### src/rtl/mdu_pkg.sv
// Shared multiply/divide unit definitions: opcode encodings, controller states and
// default latencies. Also used by the MDU datapath itself.
package mdu_pkg;

    localparam logic [2:0] MDU_NONE  = 3'd0;
    localparam logic [2:0] MDU_MULT  = 3'd1;
    localparam logic [2:0] MDU_MULTU = 3'd2;
    localparam logic [2:0] MDU_DIV   = 3'd3;
    localparam logic [2:0] MDU_DIVU  = 3'd4;
    localparam logic [2:0] MDU_MTLO  = 3'd5;
    localparam logic [2:0] MDU_MTHI  = 3'd6;
    localparam logic [2:0] MDU_RSVD  = 3'd7;

    localparam int MDU_MUL_LAT_DEF = 5;
    localparam int MDU_DIV_LAT_DEF = 10;
    localparam int MDU_CNT_W       = 6;

    typedef enum logic [1:0] {
        MDU_IDLE     = 2'd0,
        MDU_MUL_BUSY = 2'd1,
        MDU_DIV_BUSY = 2'd2
    } mdu_state_e;

    function automatic logic mdu_is_mul(input logic [2:0] op);
        return (op == MDU_MULT) || (op == MDU_MULTU);
    endfunction

    function automatic logic mdu_is_div(input logic [2:0] op);
        return (op == MDU_DIV) || (op == MDU_DIVU);
    endfunction

    // Any opcode that touches HI/LO and therefore must wait for an in-flight op.
    function automatic logic mdu_is_hilo(input logic [2:0] op);
        return (op != MDU_NONE) && (op != MDU_RSVD);
    endfunction

endpackage

### src/rtl/mdu_lat_cnt.sv
// Loadable 6-bit down-counter tracking the MDU busy window; done flags the final busy cycle.
module mdu_lat_cnt
    import mdu_pkg::*;
(
    input  logic                 clk,
    input  logic                 rst_n,
    input  logic                 load_i,
    input  logic [MDU_CNT_W-1:0] load_val_i,
    output logic [MDU_CNT_W-1:0] cnt_o,
    output logic                 done_o
);

    logic [MDU_CNT_W-1:0] cnt_q;
    logic [MDU_CNT_W-1:0] cnt_d;

    always_comb begin
        cnt_d = cnt_q;
        if (load_i) begin
            cnt_d = load_val_i;
        end else if (cnt_q != '0) begin
            cnt_d = cnt_q - 1'b1;
        end
    end

    always_ff @(posedge clk) begin
        if (!rst_n) begin
            cnt_q <= '0;
        end else begin
            cnt_q <= cnt_d;
        end
    end

    assign cnt_o  = cnt_q;
    assign done_o = (cnt_q == MDU_CNT_W'(1));

endmodule

### src/rtl/mdu_ctrl.sv
// EX-stage issue/hazard controller for the multiply/divide unit.
// Optional build macro MDU_CTRL_STALL_CNT_EN adds a free-running stall cycle counter.
module mdu_ctrl
    import mdu_pkg::*;
#(
    parameter int MUL_LAT = MDU_MUL_LAT_DEF,
    parameter int DIV_LAT = MDU_DIV_LAT_DEF
) (
    input  logic                 clk,
    input  logic                 rst_n,
    input  logic                 issue_valid,
    input  logic [2:0]           issue_op,
    input  logic                 issue_mf,
    input  logic                 flush,
    output logic                 mdu_start,
    output logic [2:0]           mdu_op,
    output logic                 stall,
    output logic                 busy,
`ifdef MDU_CTRL_STALL_CNT_EN
    output logic [31:0]          stall_cnt,
`endif
    output mdu_state_e           dbg_state,
    output logic [MDU_CNT_W-1:0] dbg_cnt
);

    // Handshake: an EX request is accepted (go) in a cycle with issue_valid high, flush low
    // and stall low; while stall is high the pipeline holds the request and re-presents it.

    mdu_state_e           state_q;
    logic                 req;
    logic                 go;
    logic                 op_fwd;
    logic                 cnt_load;
    logic [MDU_CNT_W-1:0] cnt_load_val;
    logic [MDU_CNT_W-1:0] cnt;
    logic                 cnt_done;

    assign busy   = (state_q != MDU_IDLE);
    assign req    = issue_valid && (mdu_is_hilo(issue_op) || issue_mf);
    assign stall  = busy && req;
    assign go     = issue_valid && !flush && !stall;
    assign op_fwd = go && mdu_is_hilo(issue_op);

    assign mdu_op    = op_fwd ? issue_op : MDU_NONE;
    assign mdu_start = go && (mdu_is_mul(issue_op) || mdu_is_div(issue_op));

    // A start can only occur in IDLE since any start opcode stalls while busy.
    assign cnt_load     = mdu_start;
    assign cnt_load_val = mdu_is_mul(issue_op) ? MDU_CNT_W'(MUL_LAT) : MDU_CNT_W'(DIV_LAT);

    mdu_lat_cnt u_lat_cnt (
        .clk        (clk),
        .rst_n      (rst_n),
        .load_i     (cnt_load),
        .load_val_i (cnt_load_val),
        .cnt_o      (cnt),
        .done_o     (cnt_done)
    );

    always_ff @(posedge clk) begin
        if (!rst_n) begin
            state_q <= MDU_IDLE;
        end else begin
            case (state_q)
                MDU_IDLE: begin
                    if (mdu_start) begin
                        state_q <= mdu_is_mul(issue_op) ? MDU_MUL_BUSY : MDU_DIV_BUSY;
                    end
                end
                MDU_MUL_BUSY, MDU_DIV_BUSY: begin
                    if (cnt_done) begin
                        state_q <= MDU_IDLE;
                    end
                end
                default: state_q <= MDU_IDLE;
            endcase
        end
    end

`ifdef MDU_CTRL_STALL_CNT_EN
    logic [31:0] stall_cnt_q;

    always_ff @(posedge clk) begin
        if (!rst_n) begin
            stall_cnt_q <= '0;
        end else if (stall) begin
            stall_cnt_q <= stall_cnt_q + 32'd1;
        end
    end

    assign stall_cnt = stall_cnt_q;
`endif

    assign dbg_state = state_q;
    assign dbg_cnt   = cnt;

endmodule

### config.mk
export PLATFORM = sky130hd
export DESIGN_NAME = mdu_ctrl
export DESIGN_NICKNAME = d
export VERILOG_FILES = /design/src/rtl/mdu_pkg.sv /design/src/rtl/mdu_lat_cnt.sv /design/src/rtl/mdu_ctrl.sv
export SDC_FILE = /design/constraint.sdc
export NUM_CORES = 1
export LEC_CHECK = 0
export CAP_MARGIN = 10
export CORE_AREA = 5 5 42 44
export DETAILED_ROUTE_END_ITERATION = 6
export DIE_AREA = 0 0 47 49
export DONT_BUFFER_PORTS = 1
export GPL_TIMING_DRIVEN = 1
export PLACE_DENSITY_LB_ADDON = 0.25
export SLEW_MARGIN = 30
export SYNTH_ARGS = -nofsm -noshare
export SYNTH_HDL_FRONTEND = slang
export SYNTH_HIERARCHICAL = 1
export SYNTH_SLANG_ARGS = --single-unit
### constraint.sdc
create_clock -name clk -period 2.4 [get_ports clk]
set_input_delay 0.72 -clock clk [delete_from_list [all_inputs] [get_ports clk]]
set_output_delay 0.72 -clock clk [all_outputs]
set_load 0.02 [all_outputs]
==> impl_metrics.tcl, run 1 <==
set metrics [dict create \
    dp_hpwl_um 1070 \
    hold_depth 2 \
    drt_iter0_drc 8 \
    clkTransAtPathRegs_ps 60 \
    rsz0062_at_grt "false" \
    post-route-min-period_ps 2340 \
    cts_buffers 3 \
    tns_ps 0 \
    holdBufCountCts 0 \
    grt_max_degree 12 \
    syn_to_final_growth_pct 21.1 \
    hp-class "in2reg" \
    clock_sinks 8 \
    status "finished clean" \
    fin_crit_sh_pct 97.3 \
    final-hold-violation-count 0 \
    clock.fmax_mhz 428 \
    portBuffers 0 \
    drive_above_1_share_pct 19.3 \
    ir_drop_v 0.000336 \
    cts_htree_levels 1 \
    routedWlPerCell_um 12.8 \
    required_ps 1680 \
    fillCellCount 144 \
    core_area_mm2 0.00140 \
    grt_overflow 0 \
    finalNetCount 101 \
    die_x_um 47 \
    finalMaxSlewViolations 0 \
    timing.rr.start "dbg_state[0]" \
    yosysTopAreaCell "dfxtp_1" \
    gp_congestion 0.805 \
    crit_arrival_ps 1620 \
    viasPerCell 5.56 \
    maxCapViolCount 0 \
    synthSimpleGateAreaFrac_pct 33.1 \
    regToRegSetupSlack_ps 410 \
    die_h_um 49 \
    pre_cts_ws_ps 24.6 \
    avgSynthCellArea_um2 7.46 \
    synth.area.mux_share_pct 4.97 \
    cts_tree "done" \
    grt_usage_pct 13.5 \
    remaining_drc_errors 0 \
    critPathMaxFanout 7 \
    cts_max_path_buffers 2 \
    synth-seq-cells 8 \
    cp-end-kind "output pin" \
    clk_latency_ps 250 \
    antenna_left 0 \
    wl_um 1330 \
    setup_ws_ps 64.9 \
    path_class "in2out" \
    postSynthCellCount 81 \
    syn_area_um2 604 \
    multi_input_area_um2 458 \
    reg2reg_depth 7 \
    ios 22 \
    slowest_stage "or3_4" \
    antenna_found_initial 0 \
    via_count 578 \
    cts_setup_buffers 0 \
    power_density_mw_per_mm2 1040 \
    slowest_delay_ps 370 \
    first_global_vias 551 \
    synth_compound_area_share_pct 18.8 \
    layout.cells.non_filler 104 \
    netlist.area_leader.share_pct 26.5 \
    die_area_mm2 0.00230 \
    synth_xor_area_share_pct 2.90 \
    ctsResizeCount 0 \
    ys_warn_count 6 \
    worstHoldEndpoint "u_lat_cnt/cnt_o[5]" \
    yosysSeqAreaShare_pct 26.5 \
    cp_cell_sequence "or3_4 -> a21oi_2 -> nor3b_4 -> nor3_4" \
    start_kind "input port" \
    r2r-end "u_lat_cnt/cnt_o[1]" \
    synth_top_family_by_area "simple AND/OR/NAND/NOR gates" \
    skew_ps 0.545 \
    n_antenna_cell 0 \
    yosys.area_share.adder_pct 6.21 \
    leakagePower_uw 0.000304 \
    synth_cell_types 30 \
    root_buffer "clkbuf_4" \
    dp_cells 101 \
    grt_pass1_wl_um 2370 \
    start_util_pct 43.1 \
    rows 14 \
    min_from "rst_n" \
    synthTopCellsByArea "dfxtp_1 27%, nand2_1 6.8%, ha_1 6.2%" \
    seqCellArea_um2 160 \
    setup_viol_count_final 0 \
    drt-pass1-iter-count 4 \
]
synth_stat cells:
cell type,number
a211o_1,1
a21oi_1,6
a221o_1,2
and2_1,3
and2b_2,1
clkbuf_1,2
conb_1,1
dfxtp_1,8
ha_1,3
inv_1,9
mux2i_1,3
nand2_1,11
nand2b_1,1
nand3_1,5
nand4_1,2
nor2_1,1
nor2b_1,3
nor3_1,3
nor3b_1,1
nor3b_2,1
nor4_1,1
o211ai_1,1
o21ai_0,4
o311ai_0,1
o31ai_1,1
o41a_1,1
or3_1,2
or4_4,1
xnor2_1,1
xor2_1,1
layout by cell type, fill, tap and decap left out, types with 2 or more instances in the layout:
cell type | netlist | final
nand2_1 | 11 | 11
inv_1 | 9 | 9
dfxtp_1 | 8 | 8
nand3_1 | 5 | 5
a21oi_1 | 6 | 5
buf_4 | 0 | 5
o21ai_0 | 4 | 4
nor3_4 | 0 | 3
and2_1 | 3 | 3
mux2i_1 | 3 | 3
ha_1 | 3 | 3
clkbuf_4 | 0 | 3
nor2b_1 | 3 | 3
a221o_1 | 2 | 2
conb_1 | 1 | 2
nand4_1 | 2 | 2
stage by stage:
step | hold WS, ps | util [%] | total power, uW | instance area (um^2)
global route | 601 | 52.2 | 827 | 732
detailed placement | 614 | 50.3 | 661 | 704
global placement | 607 | 50.3 | 654 | 704
finish | 602 | 52.2 | 762 | 732
CTS | 592 | 51.9 | 771 | 727
floorplan | 546 | - | 569 | 656
state kept, by name, summed over array words and instances, names as in the netlist:
name	cells
u_lat_cnt/cnt_o	6
dbg_state	2
logic make-up (layout without fill, tap and decap cells):
family	count (synthesis)	in the layout
compound gates	17	17
xor+xnor	2	2
other cells	1	2
mux	3	3
fa+ha+maj	3	3
flops	8	8
simple gates	36	36
buf+inv	11	17
final cells by class:
class,count,area share [%]
multi-input combinational,63,62.6
clock buffer,3,3.08
timing repair buffer,5,5.13
inverter,9,4.62
tap,16,2.74
sequential,8,21.9
routing by layer:
metal  up-vias  GRT usage (%)  part of all wire [%]
met5         -              0                     0
met4         0           6.91                  0.90
met3         2           1.85                   5.0
met2        20           19.0                    47
met1       258           19.2                    47
li1        298              -                     -
worst max path at each step:
stage / end / start
2_1_floorplan: mdu_start / issue_op[2]
3_3_place_gp: mdu_start / issue_op[2]
6_report: mdu_start / issue_op[2]
3_5_place_dp: mdu_start / issue_op[2]
4_1_cts: mdu_start / issue_op[2]
5_1_grt: stall / dbg_state[0]
power breakdown:
part	total (uW)	internal, uW	switching, uW
registers	285	177	108
logic	373	189	184
clock network	104	57.3	47.0
total	762	424	338
critical path, delay by kind of cell:
family	cells	cell delay [ps]
AND/OR/NAND/NOR	3	720
AO/OA/AOI/OAI	1	170
Power figures use the tool's default switching activity.
==> inputs of run 2 (changes only) <==
--- a/constraint.sdc
+++ b/constraint.sdc
@@ -3,2 +3,2 @@
 set_output_delay 0.72 -clock clk [all_outputs]
-set_load 0.02 [all_outputs]
+set_load 0.01 [all_outputs]
==> impl_metrics.tcl, run 2 (synthesized netlist as in run 1, its figures left out) <==
set metrics [dict create \
    cts_htree_levels 1 \
    viasPerCell 5.63 \
    routedWlPerCell_um 13.6 \
    final_common_cell "nand2_1" \
    drt_iter0_drc 8 \
    power_density_mw_per_mm2 993 \
    root_buffer "clkbuf_4" \
    path_class "in2out" \
    gp_congestion 0.723 \
    path_buf_inv 1 \
    largest_reg_flops 6 \
    critPathMaxFanout 7 \
    wl_um 1420 \
    cts_max_path_buffers 2 \
    drive_above_1_share_pct 19.3 \
    cp.depth 5 \
    fin_area_um2 727 \
    antenna_left 0 \
    hp-class "reg2reg" \
    clock_sinks 8 \
    placed_area_um2 663 \
    holdBufCountCts 0 \
    first_global_vias 556 \
    die_area_mm2 0.00230 \
    die_h_um 49 \
    syn_to_final_growth_pct 20.3 \
    drt-pass1-iter-count 4 \
    finalPower_uw 722 \
    rows 14 \
    via_count 585 \
    grt_overflow 0 \
    start_kind "input port" \
    crit_family "simple AND/OR/NAND/NOR gates" \
    grt_max_degree 12 \
    ios 22 \
    tns_ps -1.30 \
    maxCapViolCount 0 \
    clkTransAtPathRegs_ps 50 \
    rsz0062_at_grt "true" \
    core_area_mm2 0.00140 \
    slowest_stage "or3_4" \
    fin_crit_sh_pct 100 \
    ir_drop_v 0.000286 \
    grt_usage_pct 12.9 \
    hold_depth 2 \
    cts_buffers 3 \
    setup_ws_ps -1.30 \
    post-route-min-period_ps 2400 \
    dp_hpwl_um 1060 \
    finalNetCount 101 \
    finalMaxSlewViolations 0 \
    violations "setup timing" \
    hold-worst-slack_ps 522 \
    clock.fmax_mhz 416 \
    skew_ps 3.06 \
    crit_arrival_ps 1680 \
    clk_latency_ps 250 \
    die_x_um 47 \
    cts_tree "done" \
    layout_common_cells "11 x nand2_1, 9 x inv_1, 8 x dfxtp_1" \
    setup_viol_count_final 1 \
    reg2reg_depth 8 \
    status "complete, but fails checks" \
    portBuffers 0 \
    remaining_drc_errors 0 \
    required_ps 1680 \
    antenna_found_initial 0 \
    leakagePower_uw 0.000298 \
    start_util_pct 43.1 \
    cp-end-kind "output pin" \
    cp_cell_sequence "or3_4 -> a21oi_4 -> nor3b_4 -> nor3_2 -> buf_4" \
    n_antenna_cell 0 \
    final-hold-violation-count 0 \
    grt_pass1_wl_um 2180 \
    slowest_delay_ps 390 \
]
## run 2: per-layer routing
metal,wire [um],part of all wire (%),up-vias,GRT usage (%)
met5,0,0,-,0
met4,28,2.0,0,11.1
met3,84,5.9,2,2.58
met2,688,49,16,19.0
met1,613,43,265,14.8
li1,-,-,302,-
## run 2: tightest hold or removal path: cells and delay by family, from the launching register on
| family | cells | cell delay, ps |
|---|---|---|
| multiplexers | 1 | 50 |
| AND/OR/NAND/NOR | 1 | 70 |
| flip-flops | 1 | 350 |
## run 2: path summary, 6_finish.rpt
kind / startpoint / slack (ps) / to
worst max-delay path: issue_op[0] / -1 / mdu_op[2]
worst min-delay path: dbg_state[1] / 520 / dbg_state[1]
worst max register to register: dbg_state[0] / 470 / u_lat_cnt/cnt_o[0]
worst min register to register: dbg_state[1] / 520 / dbg_state[1]
## run 2: metrics by stage
| step | util [%] | cells | setup WS (ps) |
|---|---|---|---|
| after detailed placement | 47.3 | 101 | -25.9 |
| final | 51.9 | 104 | -1.30 |
| after CTS | 49.2 | 104 | 20.0 |
| after floorplan | - | 82 | -2.22 |
| after global placement | 47.3 | 101 | -3.73 |
| after global routing | 51.9 | 104 | -29.2 |
## run 2: what timing repair did
item	in CTS	in global routing
endpoints found under the setup margin	3	3
endpoints found under the hold margin	0	0
gates resized for setup	1	7
pin swaps	2	4
buffers inserted	0	0
## run 2: power breakdown
group	total, uW	internal, uW	switching [uW]
logic	359	187	172
clock network	101	57.1	44.1
registers	261	178	83.9
total	722	421	300
## run 2: area by class of cell
type                       count  area, um^2
inverter                       9        33.8
multi-input combinational     63         453
fill                         146         674
clock buffer                   3        22.5
timing repair buffer           5        37.5
tap                           16        20.0
sequential                     8         160
